`config.mk`:
```
export PLATFORM = sky130hd
export DESIGN_NAME = bullet_controller
export DESIGN_NICKNAME = d
export VERILOG_FILES = /design/src/rtl/tank_pkg.sv /design/src/rtl/rect_overlap.sv /design/src/rtl/bullet_controller.sv
export SDC_FILE = /design/constraint.sdc
export NUM_CORES = 1
export LEC_CHECK = 0
export BUFFER_PORTS_ARGS = -buffer_cell sky130_fd_sc_hd__buf_4
export CAP_MARGIN = 5
export CORE_ASPECT_RATIO = 0.8
export CORE_UTILIZATION = 50
export CTS_CLUSTER_SIZE = 16
export DETAILED_ROUTE_END_ITERATION = 12
export GPL_ROUTABILITY_DRIVEN = 0
export GPL_TIMING_DRIVEN = 1
export PLACE_DENSITY = 0.71
export SYNTH_ARGS = -nofsm -noshare
export SYNTH_HDL_FRONTEND = slang
export SYNTH_SLANG_ARGS = --single-unit
```
`constraint.sdc`:
```
create_clock -name Clk -period 6 [get_ports Clk]
set_clock_uncertainty 0.15 [all_clocks]
set_input_delay 1.2 -clock Clk [delete_from_list [all_inputs] [get_ports Clk]]
set_output_delay 1.2 -clock Clk [all_outputs]
set_load 0.01 [all_outputs]
```
`src/rtl/tank_pkg.sv`:
```
// Shared tank-game types and screen constants used by the bullet, tank movement and colour mapper blocks.
package tank_pkg;

    typedef enum logic [2:0] {
        DIR_UP    = 3'b001,
        DIR_RIGHT = 3'b010,
        DIR_LEFT  = 3'b011,
        DIR_DOWN  = 3'b100
    } dir_t;

    typedef enum logic [1:0] {
        ST_IDLE     = 2'd0,
        ST_FLYING   = 2'd1,
        ST_COOLDOWN = 2'd2
    } bullet_state_t;

    localparam logic [9:0] SCREEN_W  = 10'd640;
    localparam logic [9:0] SCREEN_H  = 10'd480;
    localparam logic [9:0] TANK_SIZE = 10'd32;

    // Signed working width for positions that may step past either screen edge.
    typedef logic signed [11:0] spos_t;

    function automatic spos_t to_spos(input logic [9:0] v);
        return spos_t'({2'b00, v});
    endfunction

endpackage

```
`src/rtl/rect_overlap.sv`:
```
// Axis-aligned overlap test between two half-open rectangles given by top-left corner and size.
module rect_overlap (
    input  logic [9:0] a_x,
    input  logic [9:0] a_y,
    input  logic [9:0] a_w,
    input  logic [9:0] a_h,
    input  logic [9:0] b_x,
    input  logic [9:0] b_y,
    input  logic [9:0] b_w,
    input  logic [9:0] b_h,
    output logic       overlap
);

    logic [10:0] a_x_end_s;
    logic [10:0] a_y_end_s;
    logic [10:0] b_x_end_s;
    logic [10:0] b_y_end_s;

    // Far edges are formed one bit wider so a box near 1023 cannot wrap.
    always_comb begin
        a_x_end_s = {1'b0, a_x} + {1'b0, a_w};
        a_y_end_s = {1'b0, a_y} + {1'b0, a_h};
        b_x_end_s = {1'b0, b_x} + {1'b0, b_w};
        b_y_end_s = {1'b0, b_y} + {1'b0, b_h};
        overlap   = ({1'b0, a_x} < b_x_end_s) && ({1'b0, b_x} < a_x_end_s) &&
                    ({1'b0, a_y} < b_y_end_s) && ({1'b0, b_y} < a_y_end_s);
    end

endmodule

```
`src/rtl/bullet_controller.sv`:
```
// Per-player projectile engine: launches a bullet from the tank muzzle on a fire press,
// steps it once per frame, and retires it at the screen edge or on striking the opposing tank.
module bullet_controller
    import tank_pkg::*;
#(
    parameter logic [9:0] BULLET_SIZE     = 10'd8,
    parameter logic [9:0] SPEED           = 10'd4,
    parameter logic [9:0] X_MAX           = SCREEN_W - 10'd1,
    parameter logic [9:0] Y_MAX           = SCREEN_H - 10'd1,
    parameter logic [5:0] COOLDOWN_FRAMES = 6'd15
) (
    input  logic       Clk,
    input  logic       Reset_n,
    input  logic       frame_clk,
    input  logic       fire,
    input  logic [2:0] tank_dir,
    input  logic [9:0] tankX,
    input  logic [9:0] tankY,
    input  logic [9:0] targetX,
    input  logic [9:0] targetY,
    input  logic [9:0] DrawX,
    input  logic [9:0] DrawY,
    output logic [9:0] bullet_X,
    output logic [9:0] bullet_Y,
    output logic       is_bullet,
    output logic       is_shooting,
    output logic       hit
);

    localparam logic [9:0] SPAWN_OFS = (TANK_SIZE - BULLET_SIZE) >> 1'b1;

    bullet_state_t state_r;
    logic [2:0]    dir_r;
    logic          pending_r;
    logic [5:0]    cooldown_r;
    logic          frame_clk_q_r;
    logic          fire_q_r;

    logic          tick_s;
    logic          fire_rise_s;
    logic          req_s;
    spos_t         spawn_x_s;
    spos_t         spawn_y_s;
    logic          spawn_dir_ok_s;
    logic          spawn_ok_s;
    spos_t         next_x_s;
    spos_t         next_y_s;
    logic          next_oob_s;
    logic [9:0]    hit_x_s;
    logic [9:0]    hit_y_s;
    logic [9:0]    hit_w_s;
    logic [9:0]    hit_h_s;
    logic          hit_s;
    logic [10:0]   bx_end_s;
    logic [10:0]   by_end_s;

    function automatic logic on_screen(input spos_t x, input spos_t y);
        return !x[11] && !y[11] &&
               (x + to_spos(BULLET_SIZE) - 12'sd1 <= to_spos(X_MAX)) &&
               (y + to_spos(BULLET_SIZE) - 12'sd1 <= to_spos(Y_MAX));
    endfunction

    // Edge detection on the frame strobe and the fire key.
    always_comb begin
        tick_s      = frame_clk & ~frame_clk_q_r;
        fire_rise_s = fire & ~fire_q_r;
        req_s       = pending_r | fire_rise_s;
    end

    // Muzzle position for the current heading and whether a bullet fits there.
    always_comb begin
        spawn_x_s      = to_spos(tankX);
        spawn_y_s      = to_spos(tankY);
        spawn_dir_ok_s = 1'b1;
        case (tank_dir)
            DIR_UP: begin
                spawn_x_s = to_spos(tankX) + to_spos(SPAWN_OFS);
                spawn_y_s = to_spos(tankY) - to_spos(BULLET_SIZE);
            end
            DIR_DOWN: begin
                spawn_x_s = to_spos(tankX) + to_spos(SPAWN_OFS);
                spawn_y_s = to_spos(tankY) + to_spos(TANK_SIZE);
            end
            DIR_LEFT: begin
                spawn_x_s = to_spos(tankX) - to_spos(BULLET_SIZE);
                spawn_y_s = to_spos(tankY) + to_spos(SPAWN_OFS);
            end
            DIR_RIGHT: begin
                spawn_x_s = to_spos(tankX) + to_spos(TANK_SIZE);
                spawn_y_s = to_spos(tankY) + to_spos(SPAWN_OFS);
            end
            default: spawn_dir_ok_s = 1'b0;
        endcase
        spawn_ok_s = spawn_dir_ok_s & on_screen(spawn_x_s, spawn_y_s);
    end

    // Candidate position one step along the latched heading.
    always_comb begin
        next_x_s = to_spos(bullet_X);
        next_y_s = to_spos(bullet_Y);
        case (dir_r)
            DIR_UP:    next_y_s = to_spos(bullet_Y) - to_spos(SPEED);
            DIR_DOWN:  next_y_s = to_spos(bullet_Y) + to_spos(SPEED);
            DIR_LEFT:  next_x_s = to_spos(bullet_X) - to_spos(SPEED);
            DIR_RIGHT: next_x_s = to_spos(bullet_X) + to_spos(SPEED);
            default: begin
                next_x_s = to_spos(bullet_X);
                next_y_s = to_spos(bullet_Y);
            end
        endcase
        next_oob_s = !on_screen(next_x_s, next_y_s);
    end

    // A box poking past 0 is clipped to its visible part; the 10-bit wrap of the
    // negative coordinate added to the size yields exactly the remaining width.
    always_comb begin
        if (next_x_s[11]) begin
            hit_x_s = 10'd0;
            hit_w_s = BULLET_SIZE + next_x_s[9:0];
        end else begin
            hit_x_s = next_x_s[9:0];
            hit_w_s = BULLET_SIZE;
        end
        if (next_y_s[11]) begin
            hit_y_s = 10'd0;
            hit_h_s = BULLET_SIZE + next_y_s[9:0];
        end else begin
            hit_y_s = next_y_s[9:0];
            hit_h_s = BULLET_SIZE;
        end
    end

    rect_overlap u_hit_check (
        .a_x     (hit_x_s),
        .a_y     (hit_y_s),
        .a_w     (hit_w_s),
        .a_h     (hit_h_s),
        .b_x     (targetX),
        .b_y     (targetY),
        .b_w     (TANK_SIZE),
        .b_h     (TANK_SIZE),
        .overlap (hit_s)
    );

    // Bullet life cycle; all transitions happen only on a frame tick.
    always_ff @(posedge Clk) begin
        if (!Reset_n) begin
            state_r       <= ST_IDLE;
            dir_r         <= 3'b000;
            pending_r     <= 1'b0;
            cooldown_r    <= 6'd0;
            frame_clk_q_r <= 1'b0;
            fire_q_r      <= 1'b0;
            bullet_X      <= 10'd0;
            bullet_Y      <= 10'd0;
            hit           <= 1'b0;
        end else begin
            frame_clk_q_r <= frame_clk;
            fire_q_r      <= fire;
            hit           <= 1'b0;

            if (tick_s && (state_r == ST_IDLE) && req_s) begin
                pending_r <= 1'b0;
            end else if (fire_rise_s && (state_r != ST_COOLDOWN)) begin
                pending_r <= 1'b1;
            end

            if (tick_s) begin
                case (state_r)
                    ST_IDLE: begin
                        if (req_s && spawn_ok_s) begin
                            state_r  <= ST_FLYING;
                            dir_r    <= tank_dir;
                            bullet_X <= spawn_x_s[9:0];
                            bullet_Y <= spawn_y_s[9:0];
                        end
                    end
                    ST_FLYING: begin
                        if (hit_s) begin
                            hit        <= 1'b1;
                            state_r    <= ST_COOLDOWN;
                            cooldown_r <= COOLDOWN_FRAMES;
                            bullet_X   <= hit_x_s;
                            bullet_Y   <= hit_y_s;
                        end else if (next_oob_s) begin
                            state_r <= ST_IDLE;
                        end else begin
                            bullet_X <= next_x_s[9:0];
                            bullet_Y <= next_y_s[9:0];
                        end
                    end
                    ST_COOLDOWN: begin
                        if (cooldown_r <= 6'd1) begin
                            state_r    <= ST_IDLE;
                            cooldown_r <= 6'd0;
                        end else begin
                            cooldown_r <= cooldown_r - 6'd1;
                        end
                    end
                    default: state_r <= ST_IDLE;
                endcase
            end
        end
    end

    // Pixel coverage and status for the colour mapper.
    always_comb begin
        bx_end_s    = {1'b0, bullet_X} + {1'b0, BULLET_SIZE};
        by_end_s    = {1'b0, bullet_Y} + {1'b0, BULLET_SIZE};
        is_shooting = (state_r == ST_FLYING);
        is_bullet   = is_shooting &&
                      (DrawX >= bullet_X) && ({1'b0, DrawX} < bx_end_s) &&
                      (DrawY >= bullet_Y) && ({1'b0, DrawY} < by_end_s);
    end

endmodule

```
==> results.cfg, run 1 <==
[status]
run_status = complete, no violations

[floorplan]
dieArea_um2 = 14300
floorplan.initialDensity_pct = 51.2
core_um2 = 13500
row_count = 38
fp.dieW_um = 133
die_h_um = 107
num_io_pins = 90

[power_and_ir_drop]
power_per_cell_area_nw_per_um2 = 109
cellLeakagePower_nw = 3.46
ir_drop_uv = 100

[critical_path]
crit_arrival_ns = 5.54
cp_top_family = simple AND/OR/NAND/NOR gates
cell_by_cell_trace_of_the_critical_path = inv_1 -> ha_1 -> xor2_1 -> mux2i_2 -> inv_1 -> ha_1 -> inv_1 -> nor4_1 -> xnor3_1 -> nor4bb_1 -> a311oi_1 -> a41oi_1 -> ha_1 -> a22o_1 -> nor4_1 -> o21ai_0 -> a31oi_4 -> nand3b_2 -> nor2_1 -> and4bb_1 -> a221o_1
crit_path_start_kind = register
crit_path_max_incr_delay_ns = 0.51
slowest_stage = dfxtp_1
cp-end-kind = register
regToRegStartpoint = bullet_X[2]
buffers_plus_inverters_on_the_worst_setup_path = 3
crit_path_max_fanout = 9
type_of_the_worst_setup_path = register to register
r2r_setup_slack_ns = 0.48
timing.critical_path.from = bullet_X[2]
worst-endpoint-required_ns = 6.02

[route]
drt_drc_violations_left = 0
num_vias = 7275
detail_route.vias_per_cell = 6.17
ant_nets = 0
wl_per_cell_um = 16.9
drt-pass1-iter-count = 7
drt-initial-drc-count = 677
detail_route.wirelength_um = 20000

[timing]
fin_hold_ws_ns = 0.328
final.period_utilization_pct = 92.1
period_needed_ns = 5.52
report.final.hold_viol_count = 0
setup_viol = 0
slew-limit-headroom_pct = 24.8
setup_tns_ns = 0
rsz0062_at_grt = false
maxClockFrequency_mhz = 181
layout_setup_ws_ns = 0.476
maxSlewViolCount = 0
tightest_slew_ns = 1.11

[logic_synthesis]
synth_seq_cells = 35
synth.distinct_cells = 102
synth-edff-count = 0
synth_seq_area_share_pct = 10.1
synth_area_per_cell_um2 = 7.50
syn-instance-count = 921
postSynth.topFlopCell = dfxtp_1
warning_count_from_the_yosys_run = 0
synth.net_count = 1095
async_flop_share_pct = 0
netlist_area_um2 = 6910

[hold_path]
min_from = cooldown_r[2]
holdCritPathClass = register to register

[cts]
clk_latency_ns = 0.28
clock_sink_count = 35
cts-buffers-inserted = 5
clkSlewWorstSetupHoldPaths_ns = 0.06
cts-htree-levels = 2
post-cts-setup-buffers = 0
clock_tree.root_cell = clkbuf_16
tritoncts = built
hold_bufs_at_cts = 0
max-clock-path-buffers = 2

[cells_and_area]
num_antenna_cells = 0
num-nets-final = 1172
flow.area_growth_from_synthesis_pct = 16.0
finalNonFillerCells = 1179
post_route_cells_drive_above_1_share_pct = 15.9

[global_routing]
grt_antenna_before_repair = 0
first_pass_grt_wire_length_um = 32700
grt_pass1_vias = 6547
grt.total_usage_pct = 27.9
overflow = 0
grt_start_max_net_pins = 40

[placement]
dp_cells = 1171
numPortBuffers = 89
dpl_worst_slack_ns = -0.0858
place.detailed.hpwl_um = 15900

[run]
drv.max_cap_violation_count = 0
==> power breakdown <==
part | switching, mW | total [mW] | internal [mW] | leakage (nW)
Clock | 0.100 | 0.296 | 0.196 | 0.0838
Sequential | 0.00710 | 0.244 | 0.237 | 0.283
Combinational | 0.184 | 0.331 | 0.147 | 3.09
==> Yosys cell counts, drive strengths merged, types with 6 or more instances <==
cell | n | area [um^2]
a2111oi | 6 | 58.8
a211oi | 10 | 80.1
a21o | 15 | 113
a21oi | 46 | 234
a22o | 10 | 87.6
a31oi | 9 | 77.6
a32o | 8 | 80.1
and2 | 8 | 50.1
buf | 20 | 103
clkbuf | 30 | 114
dfxtp | 35 | 701
ha | 105 | 1310
inv | 68 | 255
mux2i | 13 | 134
nand2 | 68 | 255
nand2b | 16 | 103
nand3 | 33 | 170
nand4 | 11 | 68.8
nor2 | 69 | 259
nor2b | 11 | 68.8
nor3 | 29 | 155
nor4 | 12 | 81.3
nor4bb | 8 | 80.1
o211ai | 7 | 52.6
o21a | 23 | 173
o21ai | 44 | 220
o31ai | 9 | 67.6
or2 | 6 | 37.5
or3 | 15 | 93.8
xnor2 | 41 | 393
xor2 | 14 | 123
==> stage by stage <==
stage	total power [mW]	util [%]	area [um^2]
floorplan	0.459	-	6910
global placement	0.570	57.9	7820
detailed placement	0.572	57.9	7820
CTS	0.866	59.2	7990
global route	0.919	59.3	8010
finish	0.871	59.3	8010
==> metal layers <==
layer  global-route usage [%]  share of wire [%]
met3                     4.96                8.0
met2                     43.6                 43
met5                        0                  0
met1                     39.8                 48
met4                     5.28                1.4
==> cells in the final DEF (no fill, tap or decap), types with 8 or more instances in the layout <==
cell      synthesis  layout
o21a_1           23      23
ha_1            105     105
and2_1            8       8
nand2_1          68      68
o21ai_0          44      44
nand3_1          32      32
a21oi_1          45      45
a22o_1           10      10
inv_1            68      68
dfxtp_1          35      35
a32o_1            8       8
nand4_1          11      11
nor2b_1          11      11
nor2_1           69      69
nor4_1           11      11
xnor2_1          38      38
nand2b_1         15      15
o31ai_1           9       9
buf_4             1     120
or3_1            15      15
xor2_1           14      14
mux2i_1          12      12
a21o_1           15      15
nor3_1           27      27
a211oi_1          9       9
==> timing repair <==
item	in CTS	in global routing
resized for setup	1	2
pin swaps	0	1
endpoints found under the setup margin	8	10
==> path summary, 6_finish.rpt <==
check,cells past startpoint,endpoint
max,21,bullet_Y[5]
min,2,cooldown_r[2]
max reg2reg,21,bullet_Y[5]
min reg2reg,2,cooldown_r[2]
==> kinds of logic (layout without fill, tap and decap cells) <==
kind of cell             Yosys count  after routing  synth area share [%]
flip-flops                        35             35                  10.1
adder cells (fa/ha/maj)          107            107                  19.6
other                              2              2                 0.109
AND/OR/NAND/NOR                  327            327                  25.7
multiplexers                      13             13                  1.94
buffers and inverters            119            197                  6.88
XOR/XNOR                          56             56                  7.79
AO/OA/AOI/OAI                    262            262                  27.8
==> layout make-up <==
cell class | instances | area [um^2]
clock buffer | 5 | 125
fill | 1303 | 5490
multi-input combinational | 767 | 5760
inverter | 69 | 259
sequential | 35 | 701
tap | 180 | 225
clock inverter | 3 | 43.8
timing repair buffer | 120 | 901
==> tightest hold or removal path, cell delays in order (launching register included) <==
cell and delay (ns):
dfxtp_1 0.32, nand2_1 0.06, a21oi_1 0.05
==> registers in the layout, indices dropped and copies added (netlist names) <==
register,count
bullet_X,10
bullet_Y,10
cooldown_r,6
dir_r,3
state_r,2
fire_q_r,1
frame_clk_q_r,1
hit,1
pending_r,1
(Power assumes the default switching activity.)
==> run 2: changes to the inputs <==
- BUFFER_PORTS_ARGS: -buffer_cell sky130_fd_sc_hd__buf_4 -> not set
- CORE_UTILIZATION: 50 -> 47
- DONT_BUFFER_PORTS: not set -> 1
- PLACE_DENSITY: 0.71 -> not set
==> run 2 against run 1 <==
Power down 12%. Sequential share of layout area grew 1.0 points. Sequential power is essentially flat. Core utilization down 9.0 points. Non-clock buffer count is 102 lower. Critical path depth is 1 lower. First-iteration DRC count decreased by 2.1%. Worst setup slack got worse by 0.095 ns. Worst hold slack better by 0.014 ns. Largest cell class unchanged.
==> results.cfg, run 2 (synthesized netlist as in run 1, its figures left out) <==
[timing]
setup_tns_ns = 0
setup_viol = 0
slew-limit-headroom_pct = 30.9
report.final.hold_viol_count = 0
maxSlewViolCount = 0
rsz0062_at_grt = false
maxClockFrequency_mhz = 178
tightest_slew_ns = 1.02
final.period_utilization_pct = 93.7
period_needed_ns = 5.62
layout_setup_ws_ns = 0.381

[route]
wl_per_cell_um = 19.0
drt-initial-drc-count = 663
detail_route.vias_per_cell = 6.46
drt-pass1-iter-count = 7
ant_nets = 0
detail_route.wirelength_um = 20500
num_vias = 6975
drt_drc_violations_left = 0

[power_and_ir_drop]
clock_power_share_pct = 33.8
ir_drop_uv = 89.1
netSwitchingPower_uw = 252
cellLeakagePower_nw = 2.94
power.switching_fraction_pct = 33.0
pwr-share-comb_pct = 34.0
p_int_uw = 513
power_frac_seq_pct = 32.2
power_per_cell_area_nw_per_um2 = 106

[cts]
cts-buffers-inserted = 5
tritoncts = built
clkSlewWorstSetupHoldPaths_ns = 0.06
max-clock-path-buffers = 2
cts-htree-levels = 2
clock_sink_count = 35
hold_bufs_at_cts = 0
clk_latency_ns = 0.28
clock_tree.root_cell = clkbuf_16
post-cts-setup-buffers = 0

[critical_path]
type_of_the_worst_setup_path = register to register
r2r_setup_slack_ns = 0.38
crit_path_max_fanout = 16
crit_path_start_kind = register
buffers_plus_inverters_on_the_worst_setup_path = 2
cp-end-kind = register
slowest_stage = or4_4
crit_path_max_incr_delay_ns = 0.49
cp_top_family = simple AND/OR/NAND/NOR gates
cell_by_cell_trace_of_the_critical_path = buf_4 -> or4_4 -> or3_1 -> buf_4 -> nor2_1 -> ha_1 -> nor2b_1 -> o221ai_1 -> nor4b_2 -> nand2_1 -> xor2_1 -> ha_1 -> a2111oi_0 -> nand2_1 -> a31oi_1 -> a211oi_2 -> nand2b_2 -> nand3_2 -> a31oi_2 -> a221o_1
worst-endpoint-required_ns = 6.01
crit_arrival_ns = 5.63

[global_routing]
grt_pass1_vias = 6751
first_pass_grt_wire_length_um = 34100
grt_start_max_net_pins = 40
overflow = 0
grt_antenna_before_repair = 0
grt.total_usage_pct = 27.7

[cells_and_area]
flow.area_growth_from_synthesis_pct = 4.26
layout_common_cells = ha_1 (105), nor2_1 (69), inv_1 (68), nand2_1 (68), a21oi_1 (45)
mostFrequentLayoutCell = ha_1
finalCoreUtilization_pct = 50.4
top_regs = bullet_X x10, bullet_Y x10, cooldown_r x6
num-nets-final = 1070
fill_cells = 1377
post_route_cells_drive_above_1_share_pct = 6.25
finalNonFillerCells = 1080
num_antenna_cells = 0

[status]
run_status = complete, no violations

[floorplan]
fp.dieW_um = 138
dieArea_um2 = 15200
die_h_um = 110
floorplan.initialDensity_pct = 48.3
num_io_pins = 90
core_um2 = 14300
row_count = 39

[placement]
dpl_worst_slack_ns = 0.450
dp_cells = 1073
numPortBuffers = 0
place.detailed.hpwl_um = 16600

[hold_path]
holdCritPathClass = register to register

[run]
drv.max_cap_violation_count = 0
## run 2: per-layer routing
metal	vias to the layer above	routed length [um]	part of all wire, %	track usage [%]
met2	271	9140	45	43.9
li1	3381	-	-	-
met1	3294	9460	46	38.7
met5	-	0	0	0
met4	0	306	1.5	5.13
met3	29	1620	7.9	5.37
## run 2: path summary, 6_finish.rpt
| path | from | to | cells after the start |
|---|---|---|---|
| hold reg to reg | cooldown_r[2] | cooldown_r[2] | 2 |
| setup reg to reg | dir_r[1] | bullet_X[2] | 20 |
| hold / removal | cooldown_r[2] | cooldown_r[2] | 2 |
| setup / recovery | dir_r[1] | bullet_X[2] | 20 |
## run 2: power groups by stage
| stage | Sequential, mW | Combinational (mW) | Clock (mW) |
|---|---|---|---|
| final | 0.246 | 0.260 | 0.259 |
| after detailed placement | 0.251 | 0.255 | 0 |
| after global placement | 0.251 | 0.249 | 0 |
| after floorplan | 0.247 | 0.212 | 0 |
| after CTS | 0.246 | 0.258 | 0.262 |
| after global routing | 0.247 | 0.294 | 0.275 |
## run 2: layout make-up
type,count,area [um^2],share of cell area [%]
Inverter,69,259,3.60
Timing Repair Buffer,18,135,1.88
Sequential cell,35,702,9.74
Multi-Input combinational cell,767,5730,79.6
Clock inverter,1,5.00,0.0695
Clock buffer,6,139,1.93
Tap cell,184,230,3.20
## run 2: tightest hold or removal path, cell delays in order, from the launching register on
cell,delay [ns]
dfxtp_1,0.33
nand2_1,0.06
a21oi_1,0.05
## run 2: per-stage QoR
stage,cell area (um^2),total power [mW],hold slack (ns)
after global routing,7200,0.816,0.390
after CTS,7200,0.766,0.340
after global placement,7060,0.499,0.325
after floorplan,6910,0.459,0.300
after detailed placement,7060,0.507,0.333
final,7200,0.765,0.342
## run 2: repair_timing
action	4_1_cts	5_1_grt
resized for setup	0	1
endpoints found under the hold margin	0	0
endpoints found under the setup margin	0	12
==> run 3: changes to the inputs <==
- PLACE_DENSITY: not set -> 0.74
==> run 3 against run 2 <==
Worst setup slack improved by 0.053 ns. Via count is 1.7% lower. Critical path depth grew 1. Worst hold slack worse by 0.015 ns. Cell area grew 0.40%. Largest power group is now clock. Clock power rose by 31%. Wire length is 6.5% lower. Critical path type unchanged. Sequential cell count is the same. Clock-buffer cell count down 1. Largest cell class unchanged. Cell count decreased by 0.19%. Sequential power about the same. Combinational power fell by 2%.
==> results.cfg, run 3 (synthesized netlist as in run 1, its figures left out) <==
[status]
run_status = complete, no violations

[route]
drt_drc_violations_left = 0
num_vias = 6858
routedLengthMet1_um = 8840
ant_nets = 0
route.met3.wl_um = 1770
drt-pass1-iter-count = 6
top_layer_in_use = met4
detailroute.wirelength.met2_um = 8070
drt-initial-drc-count = 755
detail_route.vias_per_cell = 6.36
detail_route.wirelength_um = 19200
wl_per_cell_um = 17.8

[timing]
rsz0062_at_grt = false
report.final.hold_viol_count = 0
maxClockFrequency_mhz = 180
setup_viol = 0
period_needed_ns = 5.57
final.period_utilization_pct = 92.8
maxSlewViolCount = 0
fin_hold_ws_ns = 0.327
slew-limit-headroom_pct = 33.6
tightest_slew_ns = 0.984
setup_tns_ns = 0

[critical_path]
worst-endpoint-required_ns = 6.02
crit_path_max_fanout = 16
cp_top_family = simple AND/OR/NAND/NOR gates
cell_by_cell_trace_of_the_critical_path = inv_1 -> ha_1 -> or3b_1 -> or3_1 -> nor2_1 -> fa_1 -> nand2_1 -> nand2_1 -> nor4bb_1 -> buf_4 -> a311oi_1 -> a41oi_1 -> ha_1 -> a22o_1 -> nor4_1 -> o21ai_0 -> a31oi_4 -> nand2b_2 -> nand3_2 -> a31oi_2 -> a221o_1
crit_path_start_kind = register
crit_arrival_ns = 5.58
type_of_the_worst_setup_path = register to register
cp-end-kind = register
slowest_stage = or3_1
crit_path_max_incr_delay_ns = 0.52
buffers_plus_inverters_on_the_worst_setup_path = 2

[cells_and_area]
finalNonFillerCells = 1078
top_regs = bullet_X x10, bullet_Y x10, cooldown_r x6
num_antenna_cells = 0
layout_common_cells = ha_1 (105), nor2_1 (69), inv_1 (68), nand2_1 (68), a21oi_1 (45)
num-nets-final = 1067
post_route_cells_drive_above_1_share_pct = 6.26
flow.area_growth_from_synthesis_pct = 4.67
mostFrequentLayoutCell = ha_1
finalCoreUtilization_pct = 50.6

[cts]
clock_sink_count = 35
hold_bufs_at_cts = 0
clk_latency_ns = 0.28
max-clock-path-buffers = 2
cts-htree-levels = 2
clkSlewWorstSetupHoldPaths_ns = 0.06
tritoncts = built
post-cts-setup-buffers = 0
cts-buffers-inserted = 5
clock_tree.root_cell = clkbuf_16

[floorplan]
fp.dieW_um = 138
die_h_um = 110
floorplan.initialDensity_pct = 48.3
dieArea_um2 = 15200
num_io_pins = 90
row_count = 39
core_um2 = 14300

[global_routing]
grt_pass1_vias = 6372
grt_start_max_net_pins = 40
first_pass_grt_wire_length_um = 31300
overflow = 0
grt.total_usage_pct = 25.2
grt_antenna_before_repair = 0

[placement]
dp_cells = 1070
numPortBuffers = 0
place.detailed.hpwl_um = 15100

[hold_path]
holdCritPathClass = register to register

[run]
drv.max_cap_violation_count = 0

[power_and_ir_drop]
ir_drop_uv = 240
tot_pwr_uw = 842
power_per_cell_area_nw_per_um2 = 116
cellLeakagePower_nw = 2.95
## run 3: changes by cell type in the layout (fill, tap and decap cells not counted), sizes merged
cell and delta:
buf -3, bufinv +2, clkbuf -1, clkinv -1, clkinvlp +1
## run 3: per-stage QoR
stage	setup WS, ns	cell area (um^2)
after detailed placement	0.377	7040
final	0.434	7230
after global routing	0.0382	7230
after CTS	0.347	7230
after floorplan	0.755	6910
after global placement	0.583	7040
## run 3: report_power, final
part | internal [mW] | switching (mW)
Combinational | 0.113 | 0.143
Sequential | 0.237 | 0.00967
Clock | 0.238 | 0.101
Total | 0.588 | 0.254
## run 3: per-layer routing
| layer | GRT usage [%] | vias up |
|---|---|---|
| met2 | 38.7 | 304 |
| met5 | 0 | - |
| met3 | 5.19 | 45 |
| met4 | 6.52 | 0 |
| met1 | 35.3 | 3120 |
| li1 | - | 3389 |
## run 3: path summary, 6_finish.rpt
kind | cells after the start | start | to | slack, ns
worst max-delay path | 21 | bullet_X[2] | bullet_X[2] | 0.43
worst min register to register | 2 | cooldown_r[2] | cooldown_r[2] | 0.33
worst min-delay path | 2 | cooldown_r[2] | cooldown_r[2] | 0.33
worst max register to register | 21 | bullet_X[2] | bullet_X[2] | 0.43
## run 3: tightest hold or removal path, cell delays in order, from the launching register on
cell	delay, ns
dfxtp_1	0.32
nand2_1	0.05
a21oi_1	0.06
## run 3: area by class of cell
class	count	area, um^2
clock buffers	5	125
well taps	184	230
inverters	69	259
clock inverters	3	67.6
fillers	1382	7070
flip-flops and latches	35	704
repair buffers	15	113
multi-input cells	767	5730
## run 3: timing repair
item                                    CTS  global route
endpoints found under the hold margin     0             0
gates resized for setup                   0             3
endpoints found under the setup margin    0            17
